==> src/rtl/reg_file_pkg.sv <==
// reg_file_pkg: shared widths, types and constants for the OtterMCU register file
package reg_file_pkg;
    localparam int XLEN       = 32;
    localparam int REG_COUNT  = 32;
    localparam int REG_ADDR_W = 5;
    typedef logic [REG_ADDR_W-1:0] reg_addr_t;
    typedef logic [XLEN-1:0]       word_t;
    localparam reg_addr_t REG_ZERO = 5'd0;
endpackage

==> src/rtl/reg_file_rf_read_port.sv <==
// rf_read_port: combinational register read mux with x0 forced to zero
module rf_read_port
    import reg_file_pkg::*;
#(
    parameter int DATA_WIDTH = XLEN,
    parameter int NUM_REGS   = REG_COUNT,
    parameter int ADDR_WIDTH = REG_ADDR_W
) (
    input  logic [DATA_WIDTH-1:0] regs [NUM_REGS],
    input  logic [ADDR_WIDTH-1:0] addr,
    output logic [DATA_WIDTH-1:0] data
);
    assign data = (addr == ADDR_WIDTH'(REG_ZERO)) ? '0 : regs[addr];
endmodule

==> src/rtl/reg_file.sv <==
// reg_file: 32x32 RISC-V integer register file, two async read ports, one sync write port
module reg_file
    import reg_file_pkg::*;
#(
    parameter int DATA_WIDTH = XLEN,
    parameter int NUM_REGS   = REG_COUNT,
    parameter int ADDR_WIDTH = REG_ADDR_W
) (
    input  logic                  clk,
    input  logic                  rst,
    input  logic [ADDR_WIDTH-1:0] r_addr1,
    input  logic [ADDR_WIDTH-1:0] r_addr2,
    input  logic                  w_en,
    input  logic [ADDR_WIDTH-1:0] w_addr,
    input  logic [DATA_WIDTH-1:0] w_data,
    output logic [DATA_WIDTH-1:0] r_rs1,
    output logic [DATA_WIDTH-1:0] r_rs2
);
    logic [DATA_WIDTH-1:0] regs_q [NUM_REGS];
    logic [DATA_WIDTH-1:0] regs_d [NUM_REGS];
    always_comb begin
        regs_d = regs_q;
        if (w_en && w_addr != ADDR_WIDTH'(REG_ZERO)) regs_d[w_addr] = w_data;
    end
    always_ff @(posedge clk or posedge rst) begin
        if (rst) regs_q <= '{default: '0};
        else     regs_q <= regs_d;
    end
    rf_read_port #(.DATA_WIDTH(DATA_WIDTH), .NUM_REGS(NUM_REGS), .ADDR_WIDTH(ADDR_WIDTH)) u_rd1 (
        .regs(regs_q), .addr(r_addr1), .data(r_rs1)
    );
    rf_read_port #(.DATA_WIDTH(DATA_WIDTH), .NUM_REGS(NUM_REGS), .ADDR_WIDTH(ADDR_WIDTH)) u_rd2 (
        .regs(regs_q), .addr(r_addr2), .data(r_rs2)
    );
endmodule

==> config.mk <==
export PLATFORM = sky130hd
export DESIGN_NAME = reg_file
export DESIGN_NICKNAME = d
export VERILOG_FILES = /design/src/rtl/reg_file_pkg.sv /design/src/rtl/reg_file_rf_read_port.sv /design/src/rtl/reg_file.sv
export SDC_FILE = /design/constraint.sdc
export NUM_CORES = 2
export LEC_CHECK = 0
export ABC_AREA = 1
export CAP_MARGIN = 5
export CORE_AREA = 5 5 402 325
export CTS_CLUSTER_DIAMETER = 60
export CTS_CLUSTER_SIZE = 10
export DETAILED_ROUTE_END_ITERATION = 10
export DIE_AREA = 0 0 407 330
export DONT_BUFFER_PORTS = 1
export PLACE_DENSITY_LB_ADDON = 0.08
export SLEW_MARGIN = 15
export SYNTH_ARGS = -nofsm -noshare
export SYNTH_HDL_FRONTEND = slang
export SYNTH_SLANG_ARGS = --single-unit
==> constraint.sdc <==
create_clock -name clk -period 43.4 [get_ports clk]
set_input_delay 6.51 -clock clk [delete_from_list [all_inputs] [get_ports clk]]
set_output_delay 6.51 -clock clk [all_outputs]
set_load 0.03 [all_outputs]
# After elaboration in Yosys (flattened, before gate mapping)
# Cells that the tools add are included.
# totals
register_bits	1024
inputBits	50
output_inout_bits	64
wordCells	55
# classes
magnitude_cmp	4
muxes	11
bitwise	3
n_reduce_logical	5
# op_table
operator	count
$bwmux 1024	1
$bmux 32 s5	2
$mux 32	7
$demux 32 s5	1
$ge 6x6->1 const B	3
$not 5->6	3
$logic_not 5->1	2
$lt 6x1->1 const B	1
$reduce_bool 5->1	1
$logic_and 1x1->1	2

# Logic depth before layout (Yosys ltp)
# logic_depth
ltp_word	6
depth_mapped	11
depth_no_buf	9

# Modules after synthesis
# A second synthesis with hierarchy kept.
# unflattened
cells_unflattened	9372
hier_area_um2	60461.7
# by_module_without_submodules
mod	n_inst	cells_per_inst	area_each_um2	seq_area_each_um2
reg_file	1	4444	38986.1	25624.6
rf_read_port	2	2464	10737.8	0.0

# Worst setup path before layout
# No wires, ideal clock.
# synth_timing
path_type	input to output
startpoint	input port r_addr1[1]
endpoint	output port r_rs1[0]
arrival_time_ps	8026
t_required_ps	36890
setup_slack_ps	28864
stages	10
path_buffers	3
path_cell_list	clkbuf_1 -> inv_1 -> clkbuf_1 -> clkbuf_1 -> a21oi_1 -> o21ai_0 -> a21oi_1 -> nor2_1 -> nor2_1 -> nor2_1
# synth_via
elab_chain_cells	5
word_cells_on_any_way	6
# synth_lines
element	line_no	source
from (decl)	reg_file.sv:11	input logic [ADDR_WIDTH-1:0] r_addr1,
$not 5->6 (not written as such)	reg_file_rf_read_port.sv:13	assign data = (addr == ADDR_WIDTH'(REG_ZERO)) ? '0 : regs[addr];
$bmux 32 s5	reg_file_rf_read_port.sv:13	
$mux 32 (not written as such) (2 in a row)	reg_file_rf_read_port.sv:13	
$mux 32 *	reg_file_rf_read_port.sv:13	
to (decl)	reg_file.sv:16	output logic [DATA_WIDTH-1:0] r_rs1,
# Mark *: on every way between the ends. The rest lies on a longest branch, timed or not. The select of a mux whose other input is x is not followed.

# Worst setup path in the final report
# layout_timing
startpoint	input port r_addr1[0]
endpoint	output port r_rs1[14]
# Same word-level chain as after synthesis.

==> flow_summary.rst <==
.. list-table::
   :header-rows: 1

   * - Metric
     - Value
   * - Worst clock skew on the final layout
     - 0 ns
   * - Detailed-route wire length per cell
     - 24.03 microns
   * - Initial antenna violation count
     - 7
   * - Clock tree sinks
     - 1,024
   * - Vias in the first global route
     - 51,290
   * - Quantity of hold-fixing buffers added after cts
     - 0
   * - Avg Synthesized Cell Area
     - 6.797 sq um
   * - R2R depth
     - 2
   * - Sequential Area
     - 0.02562 sq mm
   * - Die Y
     - 330 microns
   * - Final setup fails
     - 0
   * - Worst slew pin tran
     - 1.787 ns
   * - Maximum vdd ir drop
     - 34.03 uV
   * - Initial Utilization
     - 44.68%
   * - CTS tree
     - done
   * - Flip-flop count of the largest register, all copies and words added
     - 1,024
   * - Placeable core area
     - 0.1262 sq mm
   * - Most used cell along the critical path
     - sky130_fd_sc_hd__nand2_1
   * - Maximum root-to-sink buffer count
     - 3
   * - Ratio of total power to cell area
     - 45.25 mW/mm^2
   * - Clock-pin slew reported for the worst setup and hold paths after clock tree synthesis
     - 0.06 ns
   * - Die X
     - 407 microns
   * - Setup repair after global routing missed its margin
     - no
   * - Buffering stage count on the worst path with inverters included
     - 2
   * - Count of antenna-violating nets left after detailed routing
     - 0
   * - Inserted Clock Buffers
     - 118
   * - Detail-routed via count per cell
     - 5.919
   * - Number of inserted filler cells in the final layout
     - 13,060
   * - R2r startpoint
     - regs_q[482]$_DFFE_PP0P_
   * - Biggest register
     - regs_q
   * - Critical path start-end classification
     - in2out
   * - Post-synthesis instance area
     - 0.05638 sq mm
   * - Global-route total usage across every layer
     - 33.20%
   * - Detailed placer's ending HPWL
     - 106,300 microns
   * - Final standard cell area without fillers
     - 0.05953 sq mm
   * - Overall Power
     - 0.002694 W
   * - Wire length reported by the detailed router
     - 226,100 microns
   * - Global-route wire length before repair
     - 338,700 microns
   * - Count of buffers from port buffering
     - 0
   * - Post-Route Utilization
     - 47.18%
   * - Shortest clock period the worst path allows after layout
     - 17.48 ns
   * - Top cell type's share of synthesized area
     - 45.45%
   * - Iteration-0 DRC count of the detailed router
     - 7,584
   * - Worst hold-check slack
     - 0.3991 ns
   * - WHS Path Cells
     - 0
   * - Area occupied by multi-input gates
     - 0.02767 sq mm
   * - Routed vias
     - 55,690
   * - Slowest stage delay, CP
     - 1.32 ns
   * - Class of the most critical hold timing path
     - reg2reg
   * - Clock Root Buffer
     - sky130_fd_sc_hd__clkbuf_16
   * - Maximum number of pins on one net before global-route repair
     - 553
   * - Share of the clock period used by the worst path after layout
     - 40.27%
   * - Signal arrival time at the worst endpoint
     - 10.97 ns
   * - Regs by FF count
     - regs_q x1024
   * - Count of nets after finishing
     - 7,758
   * - Dominant cells by area after synthesis
     - sky130_fd_sc_hd__dfrtp_1, sky130_fd_sc_hd__nand2_1, sky130_fd_sc_hd__nand3_1
   * - Max-capacitance violation count
     - 0
   * - Count of warnings emitted by yosys
     - 0
   * - Endpoint of the worst hold path
     - regs_q[1003]$_DFFE_PP0P_
   * - Cell-by-cell listing of the critical path
     - inv_8, buf_12, nand2_1, nand3_1, nand3_1, nand2_1, nand2_1, nand3_1, nand2_1, nor2_1
   * - Number of rows in the core area
     - 117
   * - Register-to-register setup slack
     - 42.62 ns
   * - Relative area change from synthesis to final layout
     - 5.585%
   * - Cts repair resizes
     - 0
   * - Setup Total Neg Slack
     - 0 ns
   * - First-pass detailed-route iteration total
     - 9
   * - Residual DRC
     - 0
   * - Number of H-tree levels
     - 3
   * - Clock network latency to the later pin of the worst-skew pair
     - 0.75 ns
   * - Critical-path cell with the highest stage delay
     - sky130_fd_sc_hd__inv_8
   * - Flop and latch count out of synthesis
     - 1,024
   * - Share of the yosys chip area belonging to registers
     - 45.45%
   * - Count of different cell masters after synthesis
     - 18
   * - Setup bufs post-CTS
     - 0
   * - GP Congestion
     - 0.8101
   * - Worst reg2reg path endpoint
     - regs_q[482]$_DFFE_PP0P_
   * - Area of the die
     - 0.1343 sq mm
   * - Violated checks
     - slew limit
   * - Final Hold Fails
     - 0
   * - Standby leakage power
     - 28.00 nW
   * - Outcome
     - finished with violations
   * - I/O pin count
     - 114
   * - Cell family with the largest share of critical-path delay
     - buffers and inverters
   * - Start point of the worst min-delay path
     - regs_q[1003]$_DFFE_PP0P_
   * - Worst slew slack as a fraction of its limit
     - -19.14%
   * - Total nets after synthesis
     - 8,345
   * - Library cell with the largest summed area after synthesis
     - sky130_fd_sc_hd__dfrtp_1
   * - CP required
     - 36.89 ns
   * - Timing-limited maximum frequency
     - 57.22 MHz
   * - Maximum fanout count along the critical path
     - 552
   * - Layout cells sized above 1
     - 3.115%
   * - Post-synthesis instance total
     - 8,295
   * - Area after DPL
     - 0.05623 sq mm
   * - Crit start category
     - input pin
   * - Nature of the critical path endpoint
     - primary output
   * - Global route overflow
     - 0
   * - Final Slew Violations
     - 142
-- Yosys cell counts --
cell type	n
sky130_fd_sc_hd__o21ai_0	962
sky130_fd_sc_hd__nand2_2	4
sky130_fd_sc_hd__inv_1	83
sky130_fd_sc_hd__nand2_1	3351
sky130_fd_sc_hd__buf_1	61
sky130_fd_sc_hd__a21oi_1	279
sky130_fd_sc_hd__inv_2	3
sky130_fd_sc_hd__nor2_1	431
sky130_fd_sc_hd__o21ai_1	9
sky130_fd_sc_hd__nor3b_1	1
sky130_fd_sc_hd__nand3_1	1372
sky130_fd_sc_hd__nor3_1	9
sky130_fd_sc_hd__dfrtp_1	1024
sky130_fd_sc_hd__nor2_2	4
sky130_fd_sc_hd__clkinv_1	4
sky130_fd_sc_hd__clkbuf_1	590
sky130_fd_sc_hd__buf_2	107
sky130_fd_sc_hd__nor4_4	1
-- where the power goes --
group | total, W | switching (W) | leakage, nW | internal (W)
sequential | 0.00128 | 0.000141 | 13.2 | 0.00114
clock | 0.000920 | 0.000407 | 1.62 | 0.000513
combinational | 0.000497 | 0.000312 | 13.2 | 0.000185
total | 0.00269 | 0.000860 | 28.0 | 0.00183
-- per-layer routing --
metal  wire length [microns]  up-vias  global-route usage, %  share of wire [%]
met2                   96360     2909                  50.32                 43
met4                    7530        0                  10.10                3.3
met3                   23560      480                  6.841                 10
li1                        -    25670                      -                  -
met1                   98660    26630                  48.01                 44
met5                       0        -                      0                  0
-- how the worst max path moves through the flow --
stage	cells past startpoint	end	start	slack (ns)
4_1_cts	10	r_rs1[11]	r_addr1[0]	26.79
2_1_floorplan	1	regs_q[0]$_DFFE_PP0P_	rst	8.07
3_3_place_gp	10	r_rs1[11]	r_addr1[0]	26.88
5_1_grt	10	r_rs1[9]	r_addr1[0]	26.67
6_report	10	r_rs1[14]	r_addr1[0]	25.92
3_5_place_dp	10	r_rs1[11]	r_addr1[0]	26.77
-- cell type report --
class	instances	area share, %
multi-input cells	6423	46.47
flip-flops and latches	1024	43.04
clock buffers	132	5.202
well taps	1666	3.501
repair buffers	51	0.7902
inverters	90	0.6578
clock inverters	17	0.3153
diodes	5	0.02102
-- stage by stage --
stage          worst slack, ns  instances
6_report                 25.92       9408
3_5_place_dp             26.77       9254
3_3_place_gp             26.88       9254
2_1_floorplan            8.074       8295
5_1_grt                  26.67       9406
4_1_cts                  26.79       9403
-- placed cells by master (no fill, tap or decap), types with 4 or more instances in the layout --
| cell type | count |
|---|---|
| sky130_fd_sc_hd__nand2_1 | 3329 |
| sky130_fd_sc_hd__nand3_1 | 1370 |
| sky130_fd_sc_hd__dfrtp_1 | 1024 |
| sky130_fd_sc_hd__o21ai_0 | 962 |
| sky130_fd_sc_hd__nor2_1 | 430 |
| sky130_fd_sc_hd__a21oi_1 | 279 |
| sky130_fd_sc_hd__clkbuf_16 | 119 |
| sky130_fd_sc_hd__inv_1 | 76 |
| sky130_fd_sc_hd__buf_4 | 44 |
| sky130_fd_sc_hd__nand2_4 | 26 |
| sky130_fd_sc_hd__nor3_1 | 9 |
| sky130_fd_sc_hd__o21ai_1 | 9 |
| sky130_fd_sc_hd__inv_6 | 7 |
| sky130_fd_sc_hd__clkinv_2 | 7 |
| sky130_fd_sc_hd__clkbuf_8 | 7 |
| sky130_fd_sc_hd__buf_12 | 7 |
| sky130_fd_sc_hd__clkbuf_1 | 6 |
| sky130_fd_sc_hd__diode_2 | 5 |
| sky130_fd_sc_hd__inv_8 | 5 |
| sky130_fd_sc_hd__nor2_4 | 4 |
-- cell families after synthesis --
group                  synth area share, %
buffers and inverters                5.883
AO/OA/AOI/OAI                        11.10
flip-flops                           45.45
AND/OR/NAND/NOR                      37.58
Note: power is estimated with default switching activity, not from simulation.
